## config.mk

```make
export PLATFORM = sky130hd
export DESIGN_NAME = key_event_decoder
export DESIGN_NICKNAME = d
export VERILOG_FILES = /design/src/rtl/key_evt_pkg.sv /design/src/rtl/key_evt_fifo.sv /design/src/rtl/key_event_decoder.sv
export SDC_FILE = /design/constraint.sdc
export NUM_CORES = 1
export LEC_CHECK = 0
export ABC_CLOCK_PERIOD_IN_PS = 10600
export BUFFER_PORTS_ARGS = -buffer_cell sky130_fd_sc_hd__buf_2
export CORE_ASPECT_RATIO = 2
export CORE_UTILIZATION = 30
export DETAILED_ROUTE_END_ITERATION = 8
export PLACE_DENSITY_LB_ADDON = 0.08
export SLEW_MARGIN = 15
export SYNTH_ARGS = -nofsm -noshare
export SYNTH_HDL_FRONTEND = slang
export SYNTH_SLANG_ARGS = --single-unit
```

## constraint.sdc

```tcl
create_clock -name clk -period 10.6 [get_ports clk]
set_clock_uncertainty 0.2 [all_clocks]
set_input_delay 0.53 -clock clk [delete_from_list [all_inputs] [get_ports clk]]
set_output_delay 0.53 -clock clk [all_outputs]
set_load 0.02 [all_outputs]
```

## src/rtl/key_evt_pkg.sv

```systemverilog
// -----------------------------------------------------------------------------
// key_evt_pkg
// Shared types for the key event decoder:
//   key_evt_type_e : event type codes presented on evt_type (code 3 unused,
//                    REPEAT code stays reserved even when repeats are disabled)
//   key_state_e    : per-key classification state
//   key_evt_t      : one FIFO entry (key index + event type)
// -----------------------------------------------------------------------------
package key_evt_pkg;

  // Key index field width inside a FIFO entry; supports up to 256 keys.
  localparam int KEY_IDX_W = 8;

  typedef enum logic [1:0] {
    KEY_EVT_SHORT  = 2'd0,
    KEY_EVT_LONG   = 2'd1,
    KEY_EVT_REPEAT = 2'd2
  } key_evt_type_e;

  typedef enum logic [1:0] {
    KS_IDLE  = 2'd0,
    KS_PRESS = 2'd1,
    KS_HOLD  = 2'd2
  } key_state_e;

  typedef struct packed {
    logic [KEY_IDX_W-1:0] key;
    key_evt_type_e        typ;
  } key_evt_t;

endpackage

```

## src/rtl/key_evt_fifo.sv

```systemverilog
// -----------------------------------------------------------------------------
// key_evt_fifo
// Generic synchronous FIFO with a look-ahead head output.
// Parameters:
//   DEPTH : number of entries, power of two, >= 2
//   T     : entry type
// Ports:
//   clk, rst   : clock, asynchronous active-high reset (pointers only)
//   push       : write push_data; accepted when not full, or when full and
//                a pop happens in the same cycle
//   push_data  : entry to write
//   pop        : remove the head entry (ignored when empty)
//   full/empty : occupancy status
//   head       : current head entry, read straight from storage
// -----------------------------------------------------------------------------
module key_evt_fifo #(
  parameter int  DEPTH = 4,
  parameter type T     = logic [7:0]
) (
  input  logic clk,
  input  logic rst,
  input  logic push,
  input  T     push_data,
  input  logic pop,
  output logic full,
  output logic empty,
  output T     head
);

  localparam int AW = $clog2(DEPTH);

  T             mem_q [DEPTH];
  logic [AW:0]  wr_ptr_q, wr_ptr_d;
  logic [AW:0]  rd_ptr_q, rd_ptr_d;
  logic         push_ok;
  logic         pop_ok;

  // Pointers carry one extra wrap bit so full and empty are distinguishable.
  assign empty = (wr_ptr_q == rd_ptr_q);
  assign full  = (wr_ptr_q[AW] != rd_ptr_q[AW]) &&
                 (wr_ptr_q[AW-1:0] == rd_ptr_q[AW-1:0]);
  assign head  = mem_q[rd_ptr_q[AW-1:0]];

  assign pop_ok  = pop && !empty;
  assign push_ok = push && (!full || pop_ok);

  always_comb begin
    wr_ptr_d = wr_ptr_q;
    rd_ptr_d = rd_ptr_q;
    if (push_ok) wr_ptr_d = wr_ptr_q + 1'b1;
    if (pop_ok)  rd_ptr_d = rd_ptr_q + 1'b1;
  end

  always_ff @(posedge clk or posedge rst) begin
    if (rst) begin
      wr_ptr_q <= '0;
      rd_ptr_q <= '0;
    end else begin
      wr_ptr_q <= wr_ptr_d;
      rd_ptr_q <= rd_ptr_d;
    end
  end

  // Storage holds data only; validity is tracked entirely by the pointers.
  always_ff @(posedge clk) begin
    if (push_ok) mem_q[wr_ptr_q[AW-1:0]] <= push_data;
  end

endmodule

```

## src/rtl/key_event_decoder.sv

```systemverilog
// -----------------------------------------------------------------------------
// key_event_decoder
// Classifies debounced key activity into SHORT / LONG / REPEAT events and
// queues them in a small FIFO with a valid/ready handshake.
//
// Optional feature macro: KEY_EVT_REPEAT_EN
//   defined   : REPEAT events every REPEAT_CNT high samples after LONG
//   undefined : HOLD only waits for release, REPEAT never emitted
//
// Parameters: NUM_KEYS, LONG_CNT (>=2), REPEAT_CNT (>=2), FIFO_DEPTH (power
//             of two, >=2), CNT_W (must hold LONG_CNT)
// Ports:
//   clk, reset : clock, asynchronous active-high reset
//   key_level  : debounced key levels, 1 = pressed
//   evt_valid  : FIFO not empty
//   evt_ready  : consumer takes the head entry when evt_valid && evt_ready
//   evt_key    : key index of the head entry (0 when empty)
//   evt_type   : 0 SHORT, 1 LONG, 2 REPEAT (0 when empty)
//   ovf_clr    : clears the overflow flag
//   overflow   : sticky, an event was lost
// -----------------------------------------------------------------------------
module key_event_decoder
  import key_evt_pkg::*;
#(
  parameter int NUM_KEYS   = 3,
  parameter int LONG_CNT   = 50000000,
  parameter int REPEAT_CNT = 10000000,
  parameter int FIFO_DEPTH = 4,
  parameter int CNT_W      = 32
) (
  input  logic                        clk,
  input  logic                        reset,
  input  logic [NUM_KEYS-1:0]         key_level,
  output logic                        evt_valid,
  input  logic                        evt_ready,
  output logic [$clog2(NUM_KEYS)-1:0] evt_key,
  output logic [1:0]                  evt_type,
  input  logic                        ovf_clr,
  output logic                        overflow
);

  localparam int KEY_W = $clog2(NUM_KEYS);
  localparam logic [CNT_W-1:0] LONG_LAST = CNT_W'(LONG_CNT - 1);
`ifdef KEY_EVT_REPEAT_EN
  localparam logic [CNT_W-1:0] REP_LAST  = CNT_W'(REPEAT_CNT - 1);
`endif

  logic [NUM_KEYS-1:0] pend_vld_w;
  key_evt_type_e       pend_type_w [NUM_KEYS];
  logic [NUM_KEYS-1:0] drop_w;
  logic [NUM_KEYS-1:0] pend_clr;

  logic                 arb_vld;
  logic [KEY_IDX_W-1:0] arb_idx;
  key_evt_type_e        arb_type;
  logic                 push;
  logic                 pop;
  logic                 fifo_full;
  logic                 fifo_empty;
  key_evt_t             push_data;
  key_evt_t             head;

  logic                 overflow_q, overflow_d;

  // ---------------------------------------------------------------------------
  // Per-key classifier and 1-deep pending register
  // ---------------------------------------------------------------------------
  for (genvar k = 0; k < NUM_KEYS; k++) begin : g_key
    key_state_e          state_q, state_d;
    logic [CNT_W-1:0]    cnt_q, cnt_d;
    logic                pend_vld_q, pend_vld_d;
    key_evt_type_e       pend_type_q, pend_type_d;
    logic                emit;
    key_evt_type_e       emit_type;
    logic                drop;

    // cnt counts high samples already seen in PRESS, and samples since the
    // last LONG/REPEAT in HOLD.
    always_comb begin
      state_d   = state_q;
      cnt_d     = cnt_q;
      emit      = 1'b0;
      emit_type = KEY_EVT_SHORT;
      case (state_q)
        KS_IDLE: begin
          if (key_level[k]) begin
            state_d = KS_PRESS;
            cnt_d   = CNT_W'(1);
          end
        end
        KS_PRESS: begin
          if (!key_level[k]) begin
            emit      = 1'b1;
            emit_type = KEY_EVT_SHORT;
            state_d   = KS_IDLE;
            cnt_d     = '0;
          end else if (cnt_q == LONG_LAST) begin
            emit      = 1'b1;
            emit_type = KEY_EVT_LONG;
            state_d   = KS_HOLD;
            cnt_d     = '0;
          end else begin
            cnt_d = cnt_q + CNT_W'(1);
          end
        end
        KS_HOLD: begin
          if (!key_level[k]) begin
            state_d = KS_IDLE;
            cnt_d   = '0;
          end
`ifdef KEY_EVT_REPEAT_EN
          else if (cnt_q == REP_LAST) begin
            emit      = 1'b1;
            emit_type = KEY_EVT_REPEAT;
            cnt_d     = '0;
          end else begin
            cnt_d = cnt_q + CNT_W'(1);
          end
`endif
        end
        default: begin
          state_d = KS_IDLE;
          cnt_d   = '0;
        end
      endcase
    end

    // A slot being pushed into the FIFO this edge counts as free, so a new
    // event on the same key can take it without loss.
    always_comb begin
      pend_vld_d  = pend_vld_q && !pend_clr[k];
      pend_type_d = pend_type_q;
      drop        = 1'b0;
      if (emit) begin
        if (pend_vld_d) begin
          drop = 1'b1;
        end else begin
          pend_vld_d  = 1'b1;
          pend_type_d = emit_type;
        end
      end
    end

    always_ff @(posedge clk or posedge reset) begin
      if (reset) begin
        state_q    <= KS_IDLE;
        cnt_q      <= '0;
        pend_vld_q <= 1'b0;
      end else begin
        state_q    <= state_d;
        cnt_q      <= cnt_d;
        pend_vld_q <= pend_vld_d;
      end
    end

    always_ff @(posedge clk) begin
      pend_type_q <= pend_type_d;
    end

    assign pend_vld_w[k]  = pend_vld_q;
    assign pend_type_w[k] = pend_type_q;
    assign drop_w[k]      = drop;
  end

  // ---------------------------------------------------------------------------
  // Arbiter: lowest-index occupied pending goes to the FIFO, one per cycle
  // ---------------------------------------------------------------------------
  always_comb begin
    arb_vld  = 1'b0;
    arb_idx  = '0;
    arb_type = KEY_EVT_SHORT;
    for (int k = NUM_KEYS - 1; k >= 0; k--) begin
      if (pend_vld_w[k]) begin
        arb_vld  = 1'b1;
        arb_idx  = KEY_IDX_W'(k);
        arb_type = pend_type_w[k];
      end
    end
  end

  assign pop  = !fifo_empty && evt_ready;
  // Pending entries wait, rather than drop, while the FIFO is full.
  assign push = arb_vld && (!fifo_full || pop);

  always_comb begin
    pend_clr = '0;
    for (int k = 0; k < NUM_KEYS; k++) begin
      pend_clr[k] = push && (arb_idx == KEY_IDX_W'(k));
    end
  end

  assign push_data.key = arb_idx;
  assign push_data.typ = arb_type;

  // ---------------------------------------------------------------------------
  // Event FIFO
  // ---------------------------------------------------------------------------
  key_evt_fifo #(
    .DEPTH (FIFO_DEPTH),
    .T     (key_evt_t)
  ) u_fifo (
    .clk       (clk),
    .rst       (reset),
    .push      (push),
    .push_data (push_data),
    .pop       (pop),
    .full      (fifo_full),
    .empty     (fifo_empty),
    .head      (head)
  );

  // Head fields are forced to zero when empty so that unwritten storage never
  // reaches the outputs.
  assign evt_valid = !fifo_empty;
  assign evt_key   = fifo_empty ? '0 : head.key[KEY_W-1:0];
  assign evt_type  = fifo_empty ? 2'd0 : head.typ;

  // ---------------------------------------------------------------------------
  // Sticky overflow: a drop in the same cycle as ovf_clr wins
  // ---------------------------------------------------------------------------
  always_comb begin
    overflow_d = overflow_q;
    if (|drop_w)      overflow_d = 1'b1;
    else if (ovf_clr) overflow_d = 1'b0;
  end

  always_ff @(posedge clk or posedge reset) begin
    if (reset) overflow_q <= 1'b0;
    else       overflow_q <= overflow_d;
  end

  assign overflow = overflow_q;

endmodule
```

==> insert_results.sql <==
INSERT INTO impl_metrics (metric_group, metric, value, unit) VALUES
('synthesis', 'synthArstFlopShare', '88.2', '%'),
('synthesis', 'synth-edff-count', '15', ''),
('worst_setup_path', 'timing_worst_setup_path_type', 'reg -> reg', ''),
('pwr', 'cellLeakagePower', '2.92', 'nW'),
('cts', 'tritoncts', 'yes', ''),
('status', 'run_status', 'complete, no violations', ''),
('drt', 'route.detailed.wl_per_inst', '16.3', 'µm'),
('timing', 'setup_tns', '0', 'ps'),
('worst_setup_path', 'critical_path_arrival', '3270', 'ps'),
('floorplan', 'floorplan.core_area', '22600', 'µm²'),
('cts', 'clock_latency', '430', 'ps'),
('drt', 'detail_route.first_pass.iterations', '4', ''),
('synthesis', 'postSynth.topFlopCell', 'dfrtp_1', ''),
('cts', 'cts-root-to-sink-buffers', '2', ''),
('cts', 'clock_tree.root_cell', 'clkbuf_16', ''),
('floorplan', 'start_util', '30.5', '%'),
('drt', 'routed-via-count', '5121', ''),
('cts', 'cts-buffers-inserted', '17', ''),
('floorplan', 'design.die.area', '23700', 'µm²'),
('synthesis', 'yosysUniqueCellTypes', '64', ''),
('layout', 'layout-drive-gt1-share', '8.98', '%'),
('cts', 'post-cts-setup-buffer-count', '0', ''),
('min_path', 'worstHoldPathType', 'in -> async', ''),
('drt', 'wl', '16500', 'µm'),
('synthesis', 'seq_area_frac_synth', '47.1', '%'),
('timing', 'final_period_minus_worst_setup_slack', '3150', 'ps'),
('timing', 'report.final.hold_viol_count', '0', ''),
('worst_setup_path', 'startpoint_type', 'flip-flop', ''),
('worst_setup_path', 'timing.rr.end', 'g_key[1].cnt_q[31]', ''),
('floorplan', 'die_height', '217', 'µm'),
('timing', 'fmax', '0.318', 'GHz'),
('cts', 'clock_h_tree_levels', '4', ''),
('global_route', 'grt.overflow.total', '0', ''),
('drt', 'drt_iter0_drc', '215', ''),
('timing', 'period_share', '29.7', '%'),
('global_route', 'first_global_vias', '5235', ''),
('floorplan', 'io_pins', '13', ''),
('layout', 'fillerInstances', '2367', ''),
('timing', 'final-max-slew-violation-count', '0', ''),
('cts', 'clk_pin_slew', '50', 'ps'),
('timing', 'final-setup-viol-count', '0', ''),
('timing', 'whs', '40.9', 'ps'),
('global_route', 'number_of_antenna_violations_at_the_first_check_in_global_routing', '0', ''),
('layout', 'layout-area-overhead-vs-synth', '11.2', '%'),
('drt', 'avgViaCountPerCell', '5.05', ''),
('timing', 'worst_pin_slew', '1010', 'ps'),
('worst_setup_path', 'r2r_slack', '7450', 'ps'),
('synthesis', 'synth_cells', '719', ''),
('floorplan', 'core.rowCount', '78', ''),
('pwr', 'power_per_cell_area', '168', 'nW/µm²'),
('worst_setup_path', 'crit_chain', 'and4_1, nand4_1, or4_1, or4b_1, o311ai_1', ''),
('worst_setup_path', 'timing.critical_path.slowest_stage_cell', 'or4_1', ''),
('layout', 'inserted_diodes', '0', ''),
('place', 'place.detailed.hpwl', '11900', 'µm'),
('worst_setup_path', 'critPathTopFamily', 'simple AND/OR/NAND/NOR gates', ''),
('drt', 'postRouteAntennaNets', '0', ''),
('worst_setup_path', 'cp_slowest_stage_delay', '770', 'ps'),
('timing', 'rsz_0062_raised_after_global_routing', 'no', ''),
('timing', 'maxSlewHeadroom', '32.6', '%'),
('cts', 'tritoncts_num_sinks', '127', ''),
('flow_run', 'max-cap-violations', '0', ''),
('floorplan', 'die-width', '109', 'µm'),
('worst_setup_path', 'critical_path_buf_inv_count', '0', ''),
('synthesis', 'synthesis.nets', '734', ''),
('synthesis', 'synth_area', '6900', 'µm²'),
('synthesis', 'synthesis.yosys.warnings', '0', ''),
('pwr', 'irDropWorstVdd', '0.140', 'mV'),
('layout', 'nNetsFinal', '737', ''),
('worst_setup_path', 'critical_path.endpoint_type', 'flip-flop', ''),
('synthesis', 'syn_area_per_cell', '9.60', 'µm²'),
('cts', 'post_cts_resized', '0', ''),
('worst_setup_path', 'critical_path.max_fanout', '21', ''),
('worst_setup_path', 'number_of_cells_traversed_by_the_worst_register_to_register_path', '5', ''),
('place', 'io_buffers', '11', ''),
('global_route', 'gr-usage-all-layers', '15.2', '%'),
('worst_setup_path', 'r2r-start', 'g_key[1].cnt_q[3]', ''),
('drt', 'drc_errors_left', '0', ''),
('place', 'place_congestion', '0.742', ''),
('synthesis', 'synth.ff_latch_count', '127', ''),
('cts', 'postCtsHoldBufs', '0', ''),
('global_route', 'grt_max_degree', '58', ''),
('global_route', 'grt_first_pass_wirelength', '27300', 'µm'),
('worst_setup_path', 'critical_path_required', '10720', 'ps');
-- sequential cells by signal, summed over array words and instances (netlist names) --
name / count
g_key.cnt_q: 96
u_fifo.mem_q: 12
g_key.state_q: 6
g_key.pend_type_q: 3
g_key.pend_vld_q: 3
u_fifo.rd_ptr_q: 3
u_fifo.wr_ptr_q: 3
overflow: 1
-- per-stage QoR --
step	setup WS [ps]	power [mW]	cells	instance area (µm²)	util, %
after detailed placement	7450	0.777	983	7160	31.6
after global placement	7560	0.772	983	7160	31.6
final	7450	1.29	1015	7670	33.9
after CTS	7450	1.32	1015	7670	33.9
after floorplan	6910	0.716	719	6900	-
after global routing	7220	1.36	1015	7670	33.9
-- cell type report --
cell class                 count  area, µm²  share of cell area [%]
timing repair buffer          20        123                    1.60
sequential                   127       3250                    42.4
multi-input combinational    532       3340                    43.5
tap                          280        350                    4.57
clock buffer                  22        444                    5.79
inverter                      24       92.6                    1.21
clock inverter                10       72.6                   0.946
-- per-layer routing --
metal | wire length [µm] | global-route usage [%] | part of all wire, % | vias to the layer above
met1 | 6400 | 15.3 | 39 | 2543
met5 | 0 | 0 | 0 | -
met3 | 214 | 2.80 | 1.3 | 17
met4 | 335 | 6.18 | 2.0 | 0
met2 | 9590 | 29.3 | 58 | 37
li1 | - | - | - | 2524
-- kinds of logic (layout without fill, tap and decap cells) --
group           Yosys count  count (layout)  share of synthesized area (%)
buf+inv                  60              76                           4.50
simple gates            359             359                           27.2
fa+ha+maj                 8               8                           1.45
xor+xnor                 90              90                           11.4
flops                   127             127                           47.1
other cells               1               1                         0.0543
compound gates           70              70                           7.09
mux                       4               4                           1.14
-- how the worst max path moves through the flow --
stage / startpoint / end / slack (ps) / cells past startpoint
6_report: g_key[1].cnt_q[3] / g_key[1].cnt_q[31] / 7450 / 5
2_1_floorplan: reset / g_key[0].cnt_q[0] / 6910 / 1
3_5_place_dp: g_key[1].cnt_q[3] / g_key[1].cnt_q[31] / 7450 / 5
5_1_grt: g_key[1].cnt_q[3] / g_key[1].cnt_q[31] / 7220 / 5
4_1_cts: g_key[1].cnt_q[3] / g_key[1].cnt_q[31] / 7450 / 5
3_3_place_gp: g_key[1].cnt_q[3] / g_key[1].cnt_q[31] / 7560 / 5
-- report_power, final --
group	total [mW]	internal, mW	switching, mW
combinational	0.192	0.0771	0.115
sequential	0.570	0.536	0.0337
clock	0.526	0.317	0.209
-- Yosys cell counts, types with 5 or more instances --
cell,number,area [µm²]
nor4_1,37,231
inv_1,24,90.1
xnor2_1,78,683
nand2_1,50,188
xor2_1,12,105
or3_1,6,37.5
and2_1,14,87.6
nor4b_1,9,78.8
clkbuf_1,15,56.3
edfxtp_1,15,450
nor3_1,26,130
nand2b_1,8,50.1
and3_1,11,68.8
nand4_1,15,93.8
nor2_1,115,432
buf_2,9,45.0
dfrtp_1,112,2800
a21oi_1,17,85.1
nand3_1,29,145
ha_1,8,100
and4_1,11,96.3
buf_4,5,37.5
o21ai_0,15,75.1
-- placed cells by master (no fill, tap or decap), types with 5 or more instances in the layout --
cell,n
nor2_1,115
dfrtp_1,112
xnor2_1,78
nand2_1,50
nor4_1,37
nand3_1,29
nor3_1,26
inv_1,23
a21oi_1,17
clkbuf_16,17
nand4_1,15
o21ai_0,15
edfxtp_1,15
and2_1,14
xor2_1,12
and4_1,11
and3_1,11
buf_2,11
nor4b_1,9
buf_4,9
nand2b_1,8
ha_1,8
clkinv_2,7
or3_1,6
clkbuf_1,5
Note: power is estimated with default switching activity, not from simulation.
